<file path="config.mk">
export PLATFORM = sky130hd
export DESIGN_NAME = seg7_scan_display
export DESIGN_NICKNAME = d
export VERILOG_FILES = /design/src/rtl/seg7_pkg.sv /design/src/rtl/seg7_decode.sv /design/src/rtl/seg7_scan_display.sv
export SDC_FILE = /design/constraint.sdc
export NUM_CORES = 1
export LEC_CHECK = 0
export ABC_AREA = 1
export CORE_ASPECT_RATIO = 1.5
export CORE_MARGIN = 2
export CORE_UTILIZATION = 30
export CTS_CLUSTER_SIZE = 8
export DETAILED_ROUTE_END_ITERATION = 10
export HOLD_SLACK_MARGIN = 0.1
export SLEW_MARGIN = 5
export SYNTH_ARGS = -nofsm -noshare
export SYNTH_HDL_FRONTEND = slang
export SYNTH_HIERARCHICAL = 1
export SYNTH_SLANG_ARGS = --single-unit
</file>
<file path="constraint.sdc">
create_clock -name CLK -period 2.5 [get_ports CLK]
set_input_delay 0.5 -clock CLK [delete_from_list [all_inputs] [get_ports CLK]]
set_output_delay 0.5 -clock CLK [all_outputs]
set_load 0.02 [all_outputs]
</file>
<file path="src/rtl/seg7_pkg.sv">
// seg7_pkg: segment patterns for the status display, bit order {g,f,e,d,c,b,a}, active-high.
package seg7_pkg;
  localparam logic [6:0] SEG_0 = 7'b0111111;
  localparam logic [6:0] SEG_1 = 7'b0000110;
  localparam logic [6:0] SEG_2 = 7'b1011011;
  localparam logic [6:0] SEG_3 = 7'b1001111;
  localparam logic [6:0] SEG_4 = 7'b1100110;
  localparam logic [6:0] SEG_5 = 7'b1101101;
  localparam logic [6:0] SEG_6 = 7'b1111101;
  localparam logic [6:0] SEG_7 = 7'b0100111;
  localparam logic [6:0] SEG_8 = 7'b1111111;
  localparam logic [6:0] SEG_9 = 7'b1100111;
  localparam logic [6:0] SEG_A = 7'b1110111;
  localparam logic [6:0] SEG_B = 7'b1111100;
  localparam logic [6:0] SEG_C = 7'b1011000;
  localparam logic [6:0] SEG_D = 7'b1011110;
  localparam logic [6:0] SEG_E = 7'b1111001;
  localparam logic [6:0] SEG_F = 7'b1110001;
  localparam logic [6:0] SEG_BLANK = 7'b0000000;
  localparam logic [6:0] SEG_LUT [16] = '{SEG_0, SEG_1, SEG_2, SEG_3, SEG_4, SEG_5, SEG_6, SEG_7,
                                         SEG_8, SEG_9, SEG_A, SEG_B, SEG_C, SEG_D, SEG_E, SEG_F};
endpackage

</file>
<file path="src/rtl/seg7_decode.sv">
// seg7_decode: hex nibble to 7-segment pattern with a blank override.
module seg7_decode
  import seg7_pkg::*;
(
  input  logic [3:0] hex,
  input  logic       blank,
  output logic [6:0] seg
);
  assign seg = blank ? SEG_BLANK : SEG_LUT[hex];
endmodule

</file>
<file path="src/rtl/seg7_scan_display.sv">
// seg7_scan_display: multiplexed hex display of PC or captured data, one coherent value per frame.
// Optional SEG7_LEADING_ZERO_BLANK_EN blanks leading zero digits (digit 0 always shown).
module seg7_scan_display
  import seg7_pkg::*;
#(
  parameter int DIGITS = 4,
  parameter int DATA_W = 16,
  parameter int PC_W   = 5,
  parameter int DIV    = 250000
) (
  input  logic              CLK,
  input  logic              RST,
  input  logic              SEL,
  input  logic [PC_W-1:0]   PC,
  input  logic [DATA_W-1:0] DATA,
  input  logic              DATA_VALID,
  input  logic              FREEZE,
  output logic [6:0]        SEG,
  output logic [DIGITS-1:0] DIG_EN,
  output logic              TICK
);
  localparam int CW = $clog2(DIV);
  localparam int IW = DIGITS > 1 ? $clog2(DIGITS) : 1;
  logic [CW-1:0] cnt;
  logic [IW-1:0] idx, nidx;
  logic run, blank;
  logic [DATA_W-1:0] hold, shadow, nshadow;
  logic [6:0] seg_d;
  assign TICK = cnt == CW'(DIV - 1);
  // the first tick after reset starts a frame at digit 0
  always_comb begin
    nidx = !run || idx == IW'(DIGITS - 1) ? '0 : idx + 1'b1;
    nshadow = nidx == '0 && !FREEZE ? (SEL ? hold : DATA_W'(PC)) : shadow;
  end
`ifdef SEG7_LEADING_ZERO_BLANK_EN
  assign blank = nidx != '0 && (nshadow >> (4 * nidx)) == '0;
`else
  assign blank = 1'b0;
`endif
  seg7_decode u_dec (
    .hex  (nshadow[4*nidx +: 4]),
    .blank(blank),
    .seg  (seg_d)
  );
  always_ff @(posedge CLK or posedge RST) begin
    if (RST) begin
      cnt    <= '0;
      idx    <= '0;
      run    <= 1'b0;
      hold   <= '0;
      shadow <= '0;
      SEG    <= SEG_BLANK;
      DIG_EN <= '0;
    end else begin
      cnt <= TICK ? '0 : cnt + 1'b1;
      if (DATA_VALID) hold <= DATA;
      if (TICK) begin
        idx    <= nidx;
        run    <= 1'b1;
        shadow <= nshadow;
        DIG_EN <= DIGITS'(1) << nidx;
        SEG    <= seg_d;
      end
    end
  end
endmodule
</file>
==> results.toml, run 1 <==
[clock_tree]
cts.sinks = 64
clk_latency_ns = 0.34
cts_buffer_depth = 2
cts_made_buffers = 9
holdBufCountCts = 0
cts_tree = "yes"
htree_levels = 3
root_buffer = "clkbuf_16"
clkTransAtPathRegs_ns = 0.05

[synthesis]
yosysTopAreaCell = "dfrtp_1"
yosys_warnings = 6
synth_cell_types = 28
synth_ff_type = "dfrtp_1"
synth_top_area_share_pct = 44.03
postSynthAreaPerCell_um2 = 7.772
synth_area_um2 = 3637
ys_seq_area_share_pct = 44.03
synth-seq-cells = 64
synth.area.top_cells = "dfrtp_1, nand2_1, nand3_1"
postSynthCellCount = 468
async_flop_share_pct = 100.0
synth-edff-count = 0

[sta]
max_freq_ghz = 0.4255
setup_viol = 0
period_needed_ns = 2.350
finalCritPeriodShare_pct = 94.00
worstMarginPinSlew_ns = 0.5378
slew_viol_final = 0
maxSlewHeadroom_pct = 64.15
hold_viol_final = 0
whs_ns = 0.4582
clock_skew_ns = 0.009590

[power]
p_total_w = 0.002691
p_per_area_nw_per_um2 = 544.0
peakVddDrop_uv = 447.2
p_leak_nw = 2.500

[critical_path]
r2r_cells = 15
worst_setup_path_end_kind = "flop"
arrival_ns = 2.57
worst-path-max-fanout = 5
critPathLaunchType = "flop"
cp.required_ns = 2.72
worstSetupPathType = "flop to flop"

[floorplanning]
dieHeight_um = 138.9
num_rows = 49
io_pins = 38
start_util_pct = 30.58
coreArea_um2 = 11890
dieWidth_um = 93.91
die_area_um2 = 13040

[cells_and_area]
drive_above_1_share_pct = 23.36
final_cell_mix = "nand2_1, dfrtp_1, inv_1"
stdcell_area_um2 = 4946
final_common_cell = "nand2_1"
multi_input_area_um2 = 1856
regArea_um2 = 1602
fin_nets = 576
fin_cells = 701
area_delta_synth_final_pct = 35.98
n_antenna_cell = 0
fillerInstances = 1193

[drt]
drt_iter0_drc = 176
drt_first_pass_iters = 4
via_count = 3154
wl_per_cell_um = 12.34
routed_via_density = 4.499
ant_nets = 0
drt_wl_total_um = 8648
drc_errors = 0

[global_route]
antenna_found_initial = 0
grt.total_usage_pct = 13.44
grt-ovfl-total = 0
grt_pass1_vias = 3019
grt_max_degree = 65
grt_pass1_wl_um = 13900

[place]
dp_cells = 676
placed_area_um2 = 4364
routabilityCongestion = 0.8361
dp_hpwl_um = 5879
portBuffers = 37

[outcome]
status = "complete, no violations"

[hold_path]
whs_path_depth = 1
hp-class = "flop to flop"

[flow_run]
maxCapViolCount = 0
-- layer usage --
layer	GRT usage (%)	up-vias	wire length, um
met1	16.55	1457	3634
met2	22.29	50	4528
met5	0	-	0
met3	2.772	15	300
met4	6.178	0	185
li1	-	1632	-
-- final cells by class --
class,count,area share [%]
multi-input cells,328,37.52
flip-flops and latches,64,32.38
repair buffers,77,14.67
inverters,63,5.059
clock buffers,10,4.832
well taps,153,3.870
clock inverters,6,1.670
-- worst max-delay path: stages, from the launching register on --
cell and delay [ns]:
dfrtp_1 0.40, buf_6 0.14, clkinvlp_4 0.15, o21ai_4 0.27, buf_6 0.19, nand3_2 0.09
nand3_1 0.10, nand2_1 0.06, inv_1 0.05, nand2_1 0.06, buf_4 0.15, ha_2 0.21
nor3_2 0.18, nor2_1 0.06, nand2_1 0.07, nand2_1 0.05
-- logic make-up (layout without fill, tap and decap cells) --
logic type	after synthesis	in the layout	synth area share, %
fa+ha+maj	7	7	2.408
flops	64	64	44.03
mux	11	11	3.406
compound gates	43	43	7.671
buf+inv	78	156	9.838
simple gates	257	258	30.86
xor+xnor	7	7	1.686
other cells	1	2	0.1031
-- path summary, 6_finish.rpt --
check                                  end  slack [ns]    from
min in group asynchronous           SEG[0]        0.56     RST
max in group asynchronous       shadow[14]        1.66     RST
worst max-delay path                SEG[2]        0.15  idx[0]
worst min register to register      cnt[0]        0.46  cnt[0]
worst min-delay path                cnt[0]        0.46  cnt[0]
worst max register to register      SEG[2]        0.15  idx[0]
-- per-stage QoR --
stage	setup WS, ns	util [%]	TNS (ns)
after floorplan	0.1470	-	0
after global placement	-0.08130	36.69	-0.2672
after detailed placement	-0.09118	36.69	-0.3379
after CTS	0.004655	39.45	0
after global routing	-0.04086	41.58	-0.1132
final	0.1500	41.58	0
-- timing repair --
item | CTS | global route
cloned | 0 | 3
pin swaps | 0 | 13
buffers inserted | 0 | 6
gates resized for setup | 2 | 44
endpoints found under the setup margin | 7 | 7
-- power breakdown --
part / internal [W] / leakage, nW / switching [W]
registers: 0.00106 / 0.725 / 0.0000115
logic: 0.000125 / 1.62 / 0.000138
clock network: 0.000893 / 0.158 / 0.000462
total: 0.00208 / 2.50 / 0.000611
-- registers in the layout, summed over array words and instances, names as in the netlist --
register / flops
run: 1
DIG_EN: 4
hold: 16
cnt: 18
shadow: 16
idx: 2
SEG: 7
-- Yosys cell counts (9+ instances only) --
cell type,count
a21oi_1,9
dfrtp_1,64
inv_1,58
mux2_2,11
nand2_1,150
nand3_1,49
nor2_1,32
o21ai_0,14
o21ai_2,17
Note: power is estimated with default switching activity, not from simulation.
==> run 2: changes to the inputs <==
==> constraint.sdc (replaced) <==
create_clock -name CLK -period 2.5 [get_ports CLK]
set_input_delay 0.5 -clock CLK [delete_from_list [all_inputs] [get_ports CLK]]
set_output_delay 0.5 -clock CLK [all_outputs]
set_load 0.01 [all_outputs]
==> results.toml, run 2 (synthesis results as in run 1) <==
[drt]
drt_wl_total_um = 8660
drt_iter0_drc = 177
ant_nets = 0
routed_via_density = 4.519
drt_first_pass_iters = 5
wl_per_cell_um = 12.35
drc_errors = 0
via_count = 3168

[cells_and_area]
top_register = "cnt"
fin_cells = 701
n_antenna_cell = 0
largest_reg_flops = 18
regArea_um2 = 1602
multi_input_area_um2 = 1856
final_cell_mix = "nand2_1, dfrtp_1, inv_1"
drive_above_1_share_pct = 23.54
top_regs = "cnt: 18 flops, hold: 16 flops, shadow: 16 flops"
fin_nets = 576
fillerInstances = 1193
final_common_cell = "nand2_1"
post-route-util_pct = 41.62
area_delta_synth_final_pct = 36.09

[clock_tree]
clk_latency_ns = 0.34
clkTransAtPathRegs_ns = 0.05
cts.sinks = 64
cts_buffer_depth = 2
root_buffer = "clkbuf_16"
htree_levels = 3
cts_tree = "yes"
cts_made_buffers = 9

[global_route]
grt-ovfl-total = 0
grt_pass1_wl_um = 13900
grt.total_usage_pct = 13.44
grt_max_degree = 65
antenna_found_initial = 0
grt_pass1_vias = 3019

[sta]
max_freq_ghz = 0.4255
slew_viol_final = 0
whs_ns = 0.4582
worstMarginPinSlew_ns = 0.5391
setup_viol = 0
hold_viol_final = 0
finalCritPeriodShare_pct = 94.01
clock_skew_ns = 0.009488
period_needed_ns = 2.350
maxSlewHeadroom_pct = 64.06

[critical_path]
cp.required_ns = 2.72
crit_buf_inv = 5
reg2reg_from = "idx[0]"
cp-startpoint = "idx[0]"
worst_setup_path_end_kind = "flop"
cp.depth = 15
cp_common_cell = "nand2_1"
slowest_stage = "dfrtp_1"
worst-path-max-fanout = 5
critPathLaunchType = "flop"
worstSetupPathType = "flop to flop"
path_cells = "buf_6, clkinvlp_4, o21ai_4, buf_6, nand3_2, nand3_1, nand2_1, inv_1, nand2_1, buf_4, ha_2, nor3_2, nor2_1, nand2_1, nand2_1"
r2r_cells = 15
crit_path_end = "SEG[2]"
reg2reg_slack_ns = 0.15
arrival_ns = 2.57
path_delay_family = "buffers and inverters"
cpPeakStageDelay_ns = 0.40
timing.rr.end = "SEG[2]"

[floorplanning]
dieHeight_um = 138.9
dieWidth_um = 93.91
num_rows = 49
start_util_pct = 30.58
die_area_um2 = 13040
coreArea_um2 = 11890
io_pins = 38

[place]
routabilityCongestion = 0.8361
dp_cells = 676
portBuffers = 37
dp_hpwl_um = 5879

[power]
p_per_area_nw_per_um2 = 543.8
peakVddDrop_uv = 447.8
p_leak_nw = 2.515

[hold_path]
hp-class = "flop to flop"

[outcome]
status = "complete, no violations"

[flow_run]
maxCapViolCount = 0
## run 2: where the power goes
| part | leakage, nW | internal (W) | switching [W] |
|---|---|---|---|
| combinational | 1.63 | 0.000125 | 0.000138 |
| clock | 0.158 | 0.000893 | 0.000462 |
| sequential | 0.725 | 0.00106 | 0.0000115 |
| total | 2.51 | 0.00208 | 0.000612 |
## run 2: timing repair
action	4_1_cts	5_1_grt
hold buffers	0	0
cloned	0	3
setup buffers	0	6
resized for setup	1	46
pin swaps	0	13
setup endpoints to repair	6	8
## run 2: layout make-up
type                            instances  share of cell area, %
Clock buffer                           10                  4.828
Clock inverter                          6                  1.668
Inverter                               63                  5.056
Multi-Input combinational cell        328                  37.49
Sequential cell                        64                  32.36
Tap cell                              153                  3.868
Timing Repair Buffer                   77                  14.74
## run 2: per-stage QoR
step                TNS [ns]  total power, W  cell area (um^2)  setup WS (ns)
finish                     0        0.002691              4950         0.1498
floorplan                  0        0.001234              3641         0.1470
global placement     -0.2672        0.001329              4364       -0.08130
CTS                        0        0.002698              4693       0.004655
detailed placement   -0.3379        0.001334              4364       -0.09118
global route         -0.1132        0.002803              4950       -0.04086
## run 2: worst min path at each step
stage,startpoint,endpoint,cells past startpoint
after floorplan,cnt[0],cnt[0],1
after global placement,cnt[0],cnt[0],1
after detailed placement,cnt[0],cnt[0],1
after CTS,cnt[0],cnt[0],1
after global routing,cnt[0],cnt[0],1
final,cnt[0],cnt[0],1
## run 2: layer usage
layer  up-vias  wire length [um]  GRT usage (%)
li1       1630                 -              -
met1      1471              3630          16.55
met2        52              4533          22.29
met3        15               310          2.772
met4         0               185          6.178
met5         -                 0              0
## run 2: worst reg2reg max path: stages (launching register included)
cell        delay, ns
dfrtp_1          0.40
buf_6            0.14
clkinvlp_4       0.15
o21ai_4          0.27
buf_6            0.19
nand3_2          0.09
nand3_1          0.10
nand2_1          0.06
inv_1            0.05
nand2_1          0.06
buf_4            0.15
ha_2             0.21
nor3_2           0.18
nor2_1           0.06
nand2_1          0.07
nand2_1          0.05
==> run 3: changes to the inputs <==
--- a/config.mk
+++ b/config.mk
@@ -11,6 +11,7 @@
 export CORE_UTILIZATION = 30
 export CTS_CLUSTER_SIZE = 8
 export DETAILED_ROUTE_END_ITERATION = 10
+export GPL_ROUTABILITY_DRIVEN = 0
 export HOLD_SLACK_MARGIN = 0.1
 export SLEW_MARGIN = 5
 export SYNTH_ARGS = -nofsm -noshare
==> results of run 3 <==
The final DEF is identical to that of run 2; final timing and power are the same.
